==> config.mk <==
export PLATFORM = sky130hd
export DESIGN_NAME = vga_text_console_flat
export DESIGN_NICKNAME = d
export VERILOG_FILES = /design/src/rtl/vga_text_pkg.sv /design/src/rtl/vga_text_console_if.sv /design/src/rtl/vga_text_console_cursor.sv /design/src/rtl/vga_text_console.sv /design/src/flat_wrapper.sv
export SDC_FILE = /design/constraint.sdc
export NUM_CORES = 1
export LEC_CHECK = 0
export ABC_CLOCK_PERIOD_IN_PS = 7880
export CORE_ASPECT_RATIO = 0.5
export CORE_MARGIN = 5
export CORE_UTILIZATION = 40
export CTS_BUF_LIST = sky130_fd_sc_hd__clkbuf_8
export DETAILED_ROUTE_END_ITERATION = 16
export MAX_ROUTING_LAYER = met4
export PLACE_DENSITY = 0.69
export RECOVER_POWER = 100
export SETUP_SLACK_MARGIN = 0.15
export SLEW_MARGIN = 20
export SYNTH_ARGS = -nofsm -noshare
export SYNTH_HDL_FRONTEND = slang
export SYNTH_HIERARCHICAL = 1
export SYNTH_SLANG_ARGS = --single-unit
==> constraint.sdc <==
create_clock -name clk -period 7.88 [get_ports clk]
set_input_delay 1.576 -clock clk [delete_from_list [all_inputs] [get_ports clk]]
set_output_delay 1.576 -clock clk [all_outputs]
set_load 0.005 [all_outputs]
==> src/rtl/vga_text_pkg.sv <==
// rtl/vga_text_pkg.sv - shared constants, control codes and state types for the text console
package vga_text_pkg;

   localparam int COLS          = 80;
   localparam int ROWS          = 30;
   localparam int WORDS_PER_ROW = 40;
   localparam int FB_WORDS      = 1200;

   localparam logic [6:0]  LAST_COL         = 7'(COLS - 1);
   localparam logic [4:0]  LAST_ROW         = 5'(ROWS - 1);
   localparam logic [10:0] ROW_WORDS        = 11'(WORDS_PER_ROW);
   localparam logic [10:0] LAST_WORD        = 11'(FB_WORDS - 1);
   localparam logic [10:0] LAST_SCROLL_WORD = 11'(FB_WORDS - WORDS_PER_ROW - 1);

   localparam logic [7:0] CODE_BS = 8'h08;
   localparam logic [7:0] CODE_LF = 8'h0A;
   localparam logic [7:0] CODE_FF = 8'h0C;
   localparam logic [7:0] CODE_CR = 8'h0D;

   typedef enum logic [2:0] {
      IDLE, WRITE, CLEAR, SCROLL_RD, SCROLL_WR, SCROLL_CLR
   } state_e;

   typedef enum logic [2:0] {
      CUR_NONE, CUR_ADV, CUR_LF, CUR_CR, CUR_BS, CUR_HOME
   } cur_cmd_e;

   // Two cells per word, so the word column is col[6:1].
   function automatic logic [10:0] cell_addr(input logic [4:0] row, input logic [5:0] word_col);
      return ({6'd0, row} << 5) + ({6'd0, row} << 3) + {5'd0, word_col};
   endfunction

endpackage

==> src/rtl/vga_text_console_if.sv <==
// rtl/vga_text_console_if.sv - character stream handshake between byte source and console
interface vga_text_console_if;
   logic       ch_valid;
   logic [7:0] ch_data;
   logic [7:0] ch_attr;
   logic       ch_ready;

   modport master (output ch_valid, ch_data, ch_attr, input ch_ready);
   modport slave  (input ch_valid, ch_data, ch_attr, output ch_ready);
endinterface

==> src/rtl/vga_text_console_cursor.sv <==
// rtl/vga_text_console_cursor.sv - cursor column/row tracking; wrap_out flags the last advance hit row 29
module vga_cursor
   import vga_text_pkg::*;
(
   input  logic       clk,
   input  logic       reset,
   input  cur_cmd_e   cmd,
   output logic [6:0] col,
   output logic [4:0] row,
   output logic       wrap_out
);
   logic [6:0] col_q, col_d;
   logic [4:0] row_q, row_d;
   logic       wrap_q, wrap_d;
   logic       new_line;

   always_comb begin
      col_d    = col_q;
      row_d    = row_q;
      new_line = 1'b0;
      case (cmd)
         CUR_ADV: begin
            if (col_q == LAST_COL) begin
               col_d    = '0;
               new_line = 1'b1;
            end else begin
               col_d = col_q + 7'd1;
            end
         end
         CUR_LF: begin
            col_d    = '0;
            new_line = 1'b1;
         end
         CUR_CR: col_d = '0;
         CUR_BS: if (col_q != '0) col_d = col_q - 7'd1;
         CUR_HOME: begin
            col_d = '0;
            row_d = '0;
         end
         default: ;
      endcase
      // The bottom row never moves; the controller scrolls the contents instead.
      wrap_d = new_line && (row_q == LAST_ROW);
      if (new_line && (row_q != LAST_ROW)) row_d = row_q + 5'd1;
   end

   always_ff @(posedge clk) begin
      if (reset) begin
         col_q  <= '0;
         row_q  <= '0;
         wrap_q <= 1'b0;
      end else begin
         col_q  <= col_d;
         row_q  <= row_d;
         wrap_q <= wrap_d;
      end
   end

   assign col      = col_q;
   assign row      = row_q;
   assign wrap_out = wrap_q;
endmodule

==> src/rtl/vga_text_console.sv <==
// rtl/vga_text_console.sv - character stream decoder and frame-buffer port sequencer
module vga_text_console
   import vga_text_pkg::*;
#(
   parameter logic [7:0] BLANK_ATTR = 8'h07,
   parameter logic [7:0] BLANK_CHAR = 8'h20
) (
   input  logic                     clk,
   input  logic                     reset,
   vga_text_console_if.slave        ch,
   output logic                     busy,
   output logic [6:0]               cursor_col,
   output logic [4:0]               cursor_row,
   output logic                     fb_en,
   output logic [3:0]               fb_we,
   output logic [10:0]              fb_addr,
   output logic [31:0]              fb_wdata,
   input  logic [31:0]              fb_rdata
);
   localparam logic [31:0] BLANK_WORD = {BLANK_ATTR, BLANK_CHAR, BLANK_ATTR, BLANK_CHAR};

   state_e      state_q, state_d;
   logic [10:0] idx_q, idx_d;
   logic        fb_en_q, fb_en_d;
   logic [3:0]  fb_we_q, fb_we_d;
   logic [10:0] fb_addr_q, fb_addr_d;
   logic [31:0] fb_wdata_q, fb_wdata_d;
   cur_cmd_e    cur_cmd;
   logic        wrap;

   vga_cursor u_cursor (
      .clk      (clk),
      .reset    (reset),
      .cmd      (cur_cmd),
      .col      (cursor_col),
      .row      (cursor_row),
      .wrap_out (wrap)
   );

   // Each state computes the port operation presented on the following cycle.
   always_comb begin
      state_d    = state_q;
      idx_d      = idx_q;
      cur_cmd    = CUR_NONE;
      fb_en_d    = 1'b0;
      fb_we_d    = 4'h0;
      fb_addr_d  = fb_addr_q;
      fb_wdata_d = fb_wdata_q;
      case (state_q)
         IDLE: begin
            if (ch.ch_valid) begin
               case (ch.ch_data)
                  CODE_LF: begin
                     cur_cmd = CUR_LF;
                     if (cursor_row == LAST_ROW) begin
                        state_d = SCROLL_RD;
                        idx_d   = '0;
                     end
                  end
                  CODE_CR: cur_cmd = CUR_CR;
                  CODE_BS: cur_cmd = CUR_BS;
                  CODE_FF: begin
                     cur_cmd = CUR_HOME;
                     state_d = CLEAR;
                     idx_d   = '0;
                  end
                  default: begin
                     cur_cmd    = CUR_ADV;
                     state_d    = WRITE;
                     fb_en_d    = 1'b1;
                     fb_we_d    = cursor_col[0] ? 4'b1100 : 4'b0011;
                     fb_addr_d  = cell_addr(cursor_row, cursor_col[6:1]);
                     fb_wdata_d = {2{ch.ch_attr, ch.ch_data}};
                  end
               endcase
            end
         end
         WRITE: begin
            state_d = IDLE;
            if (wrap) begin
               state_d = SCROLL_RD;
               idx_d   = '0;
            end
         end
         CLEAR, SCROLL_CLR: begin
            fb_en_d    = 1'b1;
            fb_we_d    = 4'hF;
            fb_addr_d  = idx_q;
            fb_wdata_d = BLANK_WORD;
            if (idx_q == LAST_WORD) state_d = IDLE;
            else                    idx_d   = idx_q + 11'd1;
         end
         SCROLL_RD: begin
            fb_en_d   = 1'b1;
            fb_addr_d = idx_q + ROW_WORDS;
            state_d   = SCROLL_WR;
         end
         SCROLL_WR: begin
            fb_en_d    = 1'b1;
            fb_we_d    = 4'hF;
            fb_addr_d  = idx_q;
            fb_wdata_d = fb_rdata;
            idx_d      = idx_q + 11'd1;
            state_d    = (idx_q == LAST_SCROLL_WORD) ? SCROLL_CLR : SCROLL_RD;
         end
         default: state_d = IDLE;
      endcase
   end

   always_ff @(posedge clk) begin
      if (reset) begin
         state_q    <= IDLE;
         idx_q      <= '0;
         fb_en_q    <= 1'b0;
         fb_we_q    <= 4'h0;
         fb_addr_q  <= '0;
         fb_wdata_q <= '0;
      end else begin
         state_q    <= state_d;
         idx_q      <= idx_d;
         fb_en_q    <= fb_en_d;
         fb_we_q    <= fb_we_d;
         fb_addr_q  <= fb_addr_d;
         fb_wdata_q <= fb_wdata_d;
      end
   end

   assign ch.ch_ready = (state_q == IDLE);
   assign busy        = (state_q == CLEAR) || (state_q == SCROLL_RD) ||
                        (state_q == SCROLL_WR) || (state_q == SCROLL_CLR);
   assign fb_en       = fb_en_q;
   assign fb_we       = fb_we_q;
   assign fb_addr     = fb_addr_q;
   assign fb_wdata    = fb_wdata_q;
endmodule

==> src/flat_wrapper.sv <==
// flat-port wrapper written by rule: the top's interface ports become plain ports
module vga_text_console_flat import vga_text_pkg::*;
#(
   parameter logic [7:0] BLANK_ATTR = 8'h07,
   parameter logic [7:0] BLANK_CHAR = 8'h20
)
  (clk, reset, busy, cursor_col, cursor_row, fb_en, fb_we, fb_addr, fb_wdata, fb_rdata, ch_ch_valid, ch_ch_data, ch_ch_attr, ch_ch_ready);
  vga_text_console_if ch_i ();
  input  logic clk;
  input  logic reset;
  output logic busy;
  output logic [6:0] cursor_col;
  output logic [4:0] cursor_row;
  output logic fb_en;
  output logic [3:0] fb_we;
  output logic [10:0] fb_addr;
  output logic [31:0] fb_wdata;
  input  logic [31:0] fb_rdata;
  input wire logic [$bits(ch_i.ch_valid)-1:0] ch_ch_valid;
  input wire logic [$bits(ch_i.ch_data)-1:0] ch_ch_data;
  input wire logic [$bits(ch_i.ch_attr)-1:0] ch_ch_attr;
  output wire logic [$bits(ch_i.ch_ready)-1:0] ch_ch_ready;
  assign ch_i.ch_valid = ch_ch_valid;
  assign ch_i.ch_data = ch_ch_data;
  assign ch_i.ch_attr = ch_ch_attr;
  assign ch_ch_ready = ch_i.ch_ready;
  vga_text_console #(.BLANK_ATTR(BLANK_ATTR), .BLANK_CHAR(BLANK_CHAR)) u_core (.clk(clk), .reset(reset), .ch(ch_i), .busy(busy), .cursor_col(cursor_col), .cursor_row(cursor_row), .fb_en(fb_en), .fb_we(fb_we), .fb_addr(fb_addr), .fb_wdata(fb_wdata), .fb_rdata(fb_rdata));
endmodule
Yosys cells after proc, flatten, opt, wreduce, memory -nomap -nowiden
Cells that the tools add are included.
- bits in registers: 75
- bits of input ports: 51
- output and inout port bits: 62
- logic and storage cells: 103
- add/sub/neg operators: 7
- equal/unequal tests: 28
- multiplexer cells: 36
- reductions and logical operators: 23
- operator list (kind ; count):
    32-bit case mux with 3 select lines ; 1
    11-bit 2-to-1 mux ; 6
    32-bit 2-to-1 mux ; 2
    11-bit case mux with 4 select lines ; 1
    11-bit case mux with 3 select lines ; 1
    8-bit by 4-bit == test with 1-bit output (second input constant) ; 4
    11-bit == test (second input constant) ; 2
    11-bit case mux with 2 select lines ; 1
    7-bit case mux with 3 select lines ; 1
    3-bit 2-to-1 mux ; 6
    3-bit case mux with 5 select lines ; 1
    7-bit 2-to-1 mux ; 2
    3-bit by 2-bit == test with 1-bit output (second input constant) ; 4
    3-bit == test (second input constant) ; 4
    4-bit 2-to-1 mux ; 3
    2-bit inequality test (second input constant) ; 6
    3-bit case mux with 4 select lines ; 1
    10-bit by 8-bit adder with 11-bit output ; 1
    11-bit by 1-bit adder with 11-bit output (second input constant) ; 1
    11-bit by 6-bit adder with 11-bit output ; 1
    11-bit by 6-bit adder with 11-bit output (second input constant) ; 1
    5-bit 2-to-1 mux ; 2
    3-bit case mux with 3 select lines ; 1
    3-bit nonzero test ; 3
    other kinds (27) ; 38

Logic depth before layout (Yosys ltp)
Gate-level depths: netlist of the first run.
- depth after elaboration: 8
- gate-level depth with buffers: 10
- mapped depth without buffers: 9

Modules after synthesis
The synthesis of the first run kept the hierarchy.
- by module, submodules not included (module ; instances ; cells an instance ; area each (µm²) ; sequential area each (µm²)):
    vga_text_console ; 1 ; 427 ; 3509.6 ; 1201.2
    vga_cursor ; 1 ; 122 ; 954.7 ; 260.2

Worst setup path before layout of the first run
Ideal clock, no wire load.
- path type: input port to flip-flop
- from: in ch_ch_data[7]
- to: reg u_core.u_cursor.col_q[4], in the netlist u_core/u_cursor/col[4]
- library setup time: 101 ps
- arrival time: 3876 ps
- data required time: 7779 ps
- setup slack: 3903 ps
- cell stages on the path: 7
- buffers on the path: 1
- cell sequence: or4b_1 a2111oi_0 clkbuf_1 xor2_1 nor2_1 a21oi_1 o41ai_1
- word-level cells in the longest chain between the ends: 8
- elaborated cells on any way between the ends: 17
- those cells by class: eq/ne (10); mux (4); reduce/logical (3)
- ends and longest elaborated chain (element ; line ; RTL):
    start: declaration ; flat_wrapper.sv:20 ; input wire logic [$bits(ch_i.ch_data)-1:0] ch_ch_data;
    8-bit by 4-bit == test with 1-bit output ; vga_text_console.sv:52 ; case (ch.ch_data)
    3-bit case mux with 4 select lines (*) ; vga_text_console.sv:52 ;
    3-bit 2-to-1 mux (*) ; vga_text_console.sv:51 ; if (ch.ch_valid) begin
    3-bit 2-to-1 mux (*) ; vga_text_console.sv:49 ; case (state_q)
    net u_core.cur_cmd[1] ; vga_text_console.sv:28 ; cur_cmd_e cur_cmd;
    3-bit by 2-bit == test with 1-bit output or 3-bit == test (tied branches) ; vga_text_console_cursor.sv:21 ; case (cmd)
    3-bit OR reduction (no line) ; -- ;
    3-bit nonzero test (no line) ; -- ;
    2-bit AND reduction (no line) ; -- ;
    end signal: assignment ; vga_text_console_cursor.sv:53 ; col_q <= col_d;
    end: declaration ; vga_text_console_cursor.sv:12 ; logic [6:0] col_q, col_d;
The timed path passes the listed nets; every way through them passes the cells marked *.
A chain may end at the register's enable or synchronous reset.

Worst setup path in the final report of the first run
- from: in ch_ch_data[5]
- to: reg u_core.u_cursor.col_q[1], in the netlist u_core/u_cursor/col[1]
Same word-level chain as after synthesis.

==> results of run 1 <==
==> layout make-up <==
type / instances / area [um^2]
inverters: 13 / 48.8
clock buffers: 9 / 124
flip-flops and latches: 73 / 1460
multi-input cells: 419 / 2740
well taps: 145 / 181
repair buffers: 120 / 1160
clock inverters: 7 / 104
fillers: 1079 / 5120
==> per-layer routing <==
layer  routed length (um)  global-route usage  vias to the layer above
met2                 6020               0.302                      153
met3                  830              0.0471                       11
met4                  126              0.0433                        0
li1                     -                   -                     2255
met5                    0                   -                        -
met1                 6600               0.284                     2172
==> sequential cells by signal, indices dropped and copies added, names as in the netlist, 2 cells and up <==
signal	flops
u_core/fb_wdata	32
u_core/fb_addr	11
u_core/u_cursor/row	5
u_core/idx_q	11
u_core/u_cursor/col	7
u_core/fb_we	2
u_core/state_q	3
==> worst register-to-register path: cells and delay by family (launching register included) <==
family          cells  cell delay, ns
simple gates        1            0.51
flops               1            0.81
compound gates      3            0.49
buf+inv             1            1.81
==> cell usage in the layout (no fill, tap or decap), types with 6 or more instances in the layout <==
| cell type | n |
|---|---|
| a31oi_1 | 7 |
| or3_1 | 6 |
| ha_1 | 16 |
| clkbuf_8 | 9 |
| nand3_1 | 14 |
| a21oi_1 | 37 |
| dlygate4sd3_1 | 64 |
| a21o_1 | 8 |
| xnor2_1 | 8 |
| a22oi_1 | 27 |
| o22ai_1 | 7 |
| a211oi_1 | 40 |
| clkdlybuf4s50_1 | 47 |
| nor3_1 | 15 |
| dfxtp_1 | 73 |
| nand4_1 | 8 |
| nor2_1 | 64 |
| nand2b_1 | 13 |
| o211ai_1 | 6 |
| nand2_1 | 28 |
| o21ai_0 | 23 |
| nor2b_1 | 8 |
| inv_1 | 11 |
==> power by group through the flow <==
stage                     combinational [W]  sequential, W  clock [W]
after detailed placement           0.000167       0.000412          0
final                              0.000159       0.000402   0.000340
after floorplan                   0.0000762       0.000413          0
after global routing               0.000175       0.000406   0.000362
after global placement             0.000165       0.000411          0
after CTS                          0.000168       0.000404   0.000348
==> how the worst max path moves through the flow <==
stage | to | slack, ns | cells past startpoint
2_1_floorplan | u_core/u_cursor/col[4] | 3.90 | 7
6_report | u_core/u_cursor/col[1] | 3.04 | 10
4_1_cts | u_core/u_cursor/col[1] | 3.54 | 10
3_3_place_gp | u_core/u_cursor/col[1] | 3.29 | 10
5_1_grt | u_core/fb_wdata[19] | 2.62 | 7
3_5_place_dp | u_core/u_cursor/col[1] | 3.18 | 10
==> cell families after synthesis <==
logic type	Yosys count
and+or+nand+nor	184
muxes	8
adders and majority gates	18
buffers and inverters	57
xor gates and xnor gates	11
AOI/OAI and AO/OA	198
DFF	73
==> per-stage QoR <==
| stage | area (um^2) | hold WS, ns | total power, W |
|---|---|---|---|
| after global placement | 5660 | 0.458 | 0.000576 |
| after global routing | 5830 | 0.511 | 0.000943 |
| after floorplan | 4460 | 0.466 | 0.000489 |
| after CTS | 5880 | 0.484 | 0.000919 |
| after detailed placement | 5660 | 0.470 | 0.000579 |
| final | 5830 | 0.477 | 0.000901 |
==> flow_summary.toml, run 1 <==
[outcome]
outcome = "finished with violations"
violations = "capacitance limit, slew limit"

[global_routing]
grt_max_degree = 76
track_usage = 0.204
antenna_found_initial = 0
grt_pass1_vias = 4140
grt_remaining_overflow = 0
grt_pass1_wl_um = 22100

[detailed_routing]
num_vias = 4591
drc = 0
wl_per_cell_um = 17.3
via_per_inst = 5.84
drt_wl_total_um = 13600
drtIter0Drc = 296
ant_nets = 0
firstDrtPassIters = 5

[min_path]
whs_path_depth = 2
hold_path_end = "u_core/fb_addr[4]"
hold_start = "u_core/fb_addr[4]"
hp-class = "flop to flop"

[synthesis]
ys_seq_area_frac = 0.327
yosysWarnings = 6
yosysMostFrequentCell = "dfxtp_1"
yosys-top-cells-count = "dfxtp_1, nor2_1, a211oi_1"
netlist_top_cells_area = "dfxtp_1, a211oi_1, nor2_1"
synthMuxAreaShare = 0.0188
yosys.area_share.simple = 0.211
synthFlopType = "dfxtp_1"
yosysUniqueCellTypes = 73
synth_top_family_by_area = "compound AO/OA/AOI/OAI gates"
synth_nets = 618
synth_top_area_share = 0.327
synth_fa_ha_area_frac = 0.0538
ys_ff_latch = 73
async_reset_ff_frac = 0
synth_edf_count = 0
synth_cells = 549
yosysTopAreaCell = "dfxtp_1"
synth_xor_xnor_area_share = 0.0216
netlist_area_mm2 = 0.00446
synth.avg_cell_area_um2 = 8.13
synth-compound-area-share = 0.314

[sta]
worstMarginPinSlew_ns = 2.56
post-route-period-util = 0.615
relSlewSlack = -0.704
fin_ws_ns = 3.04
slew_viol_final = 65
fmax_mhz = 206
post-route-min-period_ns = 4.84
rsz0062_at_grt = "no"
setup_viol = 0
hold_viol = 0
skew_ns = 0.00786
tns_ns = 0

[die]
core_region_area_mm2 = 0.0109
die_x_um = 159
rows = 27
num_io_pins = 113
die_h_um = 84.7
start_util = 0.408
die-area_mm2 = 0.0135

[flow_run]
cap_violations = 1

[clock_network]
clkSinkCount = 73
htreeDepth = 3
cts_tree = "done"
clk_path_buf_depth = 2
cts_hold_buf = 0
post_cts_buffers = 0
path_clk_slew_ns = 0.09
cts_resized = 0
cts_root_buf = "clkbuf_8"
cts-buffers-inserted = 9
clock_latency_ns = 0.36

[worst_setup_path]
r2r_setup_slack_ns = 4.00
start_kind = "input port"
crit_path_max_fanout = 16
worstSetupPathType = "input port to flop"
crit_family = "simple AND/OR/NAND/NOR gates"
slowest_stage = "or4b_1"
r2r_end = "u_core/fb_wdata[30]"
worst_setup_path_end_kind = "flop"
cpPeakStageDelay_ns = 0.66
critPathBufInv = 2
rr_worst_depth = 5
critPathMostFrequentCell = "nor3_1"
r2r-start = "u_core/state_q[1]"
critPathArrivalTime_ns = 5.05
critical_path.cell_chain = "dlygate4sd3_1, or4b_1, or3_1, nor3_1, clkbuf_1, nor3_1, a21oi_1, nand2_1, a221oi_1, a211oi_1"
cp.required_ns = 8.09
startpoint = "ch_ch_data[5]"

[pwr]
seqPwrFrac = 0.447
leakagePower_nw = 2.24
vdd_ir_drop_max_mv = 0.0647
p_sw_w = 0.000244
power_frac_clock = 0.377
switching_share = 0.270
powerDensity_mw_per_mm2 = 155
pwr-share-comb = 0.176
internal-power_w = 0.000657

[layout]
fin_util = 0.532
fin_nets = 705
instances_no_fill = 786
drive_above_1_share = 0.0655
syn_to_final_growth_pct = 30.5
antenna_cells = 0

[placed_design]
dp.cells = 770
port-buffer-count = 112
gp_congestion = 0.908
dp_slack_ns = 3.18
post-dp-hpwl_um = 9560
Note: power is estimated with default switching activity, not from simulation.
==> inputs of run 2 (changes only) <==
Settings changed: ABC_CLOCK_PERIOD_IN_PS 7880 to 4850.
Clock period 7.88 ns to 4.85 ns, I/O delays scaled along.
==> flow_summary.toml, run 2 (synthesis results as in run 1) <==
[pwr]
pwr-share-comb = 0.177
internal-power_w = 0.00103
seqPwrFrac = 0.467
switching_share = 0.266
p_sw_w = 0.000375
power_frac_clock = 0.356
vdd_ir_drop_max_mv = 0.109
powerDensity_mw_per_mm2 = 243
leakagePower_nw = 2.23

[worst_setup_path]
crit_end = "u_core/u_cursor/row[3]"
critPathArrivalTime_ns = 4.49
r2r_setup_slack_ns = 1.35
r2r_end = "u_core/fb_wdata[7]"
r2r-start = "u_core/state_q[0]"
crit_path_max_fanout = 12
cp.required_ns = 5.13
worstSetupPathType = "input port to flop"
start_kind = "input port"
rr_worst_depth = 6
worst_setup_path_end_kind = "flop"
startpoint = "ch_ch_data[5]"

[die]
core_region_area_mm2 = 0.0109
start_util = 0.408
die-area_mm2 = 0.0135
num_io_pins = 113
rows = 27
die_x_um = 159
die_h_um = 84.7

[layout]
largest_reg_flops = 32
drive_above_1_share = 0.0656
mostFrequentLayoutCell = "dfxtp_1"
n_fill_cell = 1037
instances_no_fill = 785
antenna_cells = 0
syn_to_final_growth_pct = 30.0
final_cell_mix = "dfxtp_1, nor2_1, dlygate4sd3_1"
fin_nets = 704

[clock_network]
cts-buffers-inserted = 9
cts_tree = "done"
htreeDepth = 3
clk_path_buf_depth = 2
post_cts_buffers = 0
cts_root_buf = "clkbuf_8"
path_clk_slew_ns = 0.08
cts_hold_buf = 0
clkSinkCount = 73
cts_resized = 0
clock_latency_ns = 0.37

[placed_design]
port-buffer-count = 112
gp_congestion = 0.939
post-dp-hpwl_um = 9660
dp.cells = 769
dp_slack_ns = 0.555

[sta]
setup_viol = 0
fmax_mhz = 237
rsz0062_at_grt = "no"
relSlewSlack = -0.287
tns_ns = 0
fin_ws_ns = 0.637
post-route-min-period_ns = 4.21
slew_viol_final = 20
post-route-period-util = 0.869
hold_viol = 0
skew_ns = 0.0193
worstMarginPinSlew_ns = 1.91

[detailed_routing]
firstDrtPassIters = 6
wl_per_cell_um = 17.2
drtIter0Drc = 339
ant_nets = 0
drc = 0
drt_wl_total_um = 13500
via_per_inst = 5.80
num_vias = 4556

[outcome]
outcome = "finished with violations"
violations = "capacitance limit, slew limit"

[global_routing]
antenna_found_initial = 0
grt_pass1_vias = 4161
grt_max_degree = 48
grt_pass1_wl_um = 21900
grt_remaining_overflow = 0
track_usage = 0.202

[min_path]
hp-class = "flop to flop"

[flow_run]
cap_violations = 1
[run 2: area by class of cell]
| type | instances | area [um^2] | area share |
|---|---|---|---|
| Clock buffer | 11 | 151 | 0.0261 |
| Clock inverter | 5 | 55.1 | 0.00948 |
| Inverter | 13 | 48.8 | 0.00841 |
| Multi-Input combinational cell | 419 | 2750 | 0.473 |
| Sequential cell | 73 | 1460 | 0.252 |
| Tap cell | 145 | 181 | 0.0313 |
| Timing Repair Buffer | 119 | 1160 | 0.200 |
[run 2: worst min path at each step]
stage | start | end | slack [ns] | cells after the start
finish | u_core/fb_addr[4] | u_core/fb_addr[4] | 0.47 | 2
global route | u_core/fb_addr[4] | u_core/fb_addr[4] | 0.51 | 2
CTS | u_core/fb_addr[4] | u_core/fb_addr[4] | 0.48 | 2
detailed placement | u_core/fb_addr[4] | u_core/fb_addr[4] | 0.46 | 2
global placement | u_core/fb_addr[4] | u_core/fb_addr[4] | 0.46 | 2
floorplan | u_core/fb_addr[4] | u_core/fb_addr[4] | 0.47 | 2
[run 2: metrics by stage]
stage	area (um^2)	util	power (W)	hold slack (ns)
floorplan	4460	-	0.000794	0.466
global placement	5650	0.516	0.000936	0.457
detailed placement	5650	0.516	0.000938	0.462
CTS	5850	0.535	0.00144	0.475
global route	5800	0.530	0.00148	0.511
finish	5800	0.530	0.00141	0.470
[run 2: critical path: stages]
cell	delay, ns
dlygate4sd3_1	0.59
or4b_1	0.66
or3_1	0.40
nor3_1	0.60
clkbuf_1	0.45
nand2b_1	0.18
nor2b_1	0.07
a2111o_1	0.40
o22ai_1	0.16
[run 2: power by group through the flow]
stage                     sequential (W)  combinational (W)  clock (W)
after floorplan                 0.000670           0.000124          0
after global placement          0.000673           0.000264          0
after detailed placement        0.000674           0.000264          0
after CTS                       0.000660           0.000266   0.000512
after global routing            0.000664           0.000274   0.000539
final                           0.000659           0.000249   0.000501
[run 2: per-layer routing]
layer / global-route usage / part of all wire / vias to the layer above
met3: 0.0476 / 0.060 / 12
met1: 0.287 / 0.49 / 2115
met2: 0.290 / 0.44 / 178
met5: - / 0 / -
li1: - / - / 2251
met4: 0.0418 / 0.0097 / 0
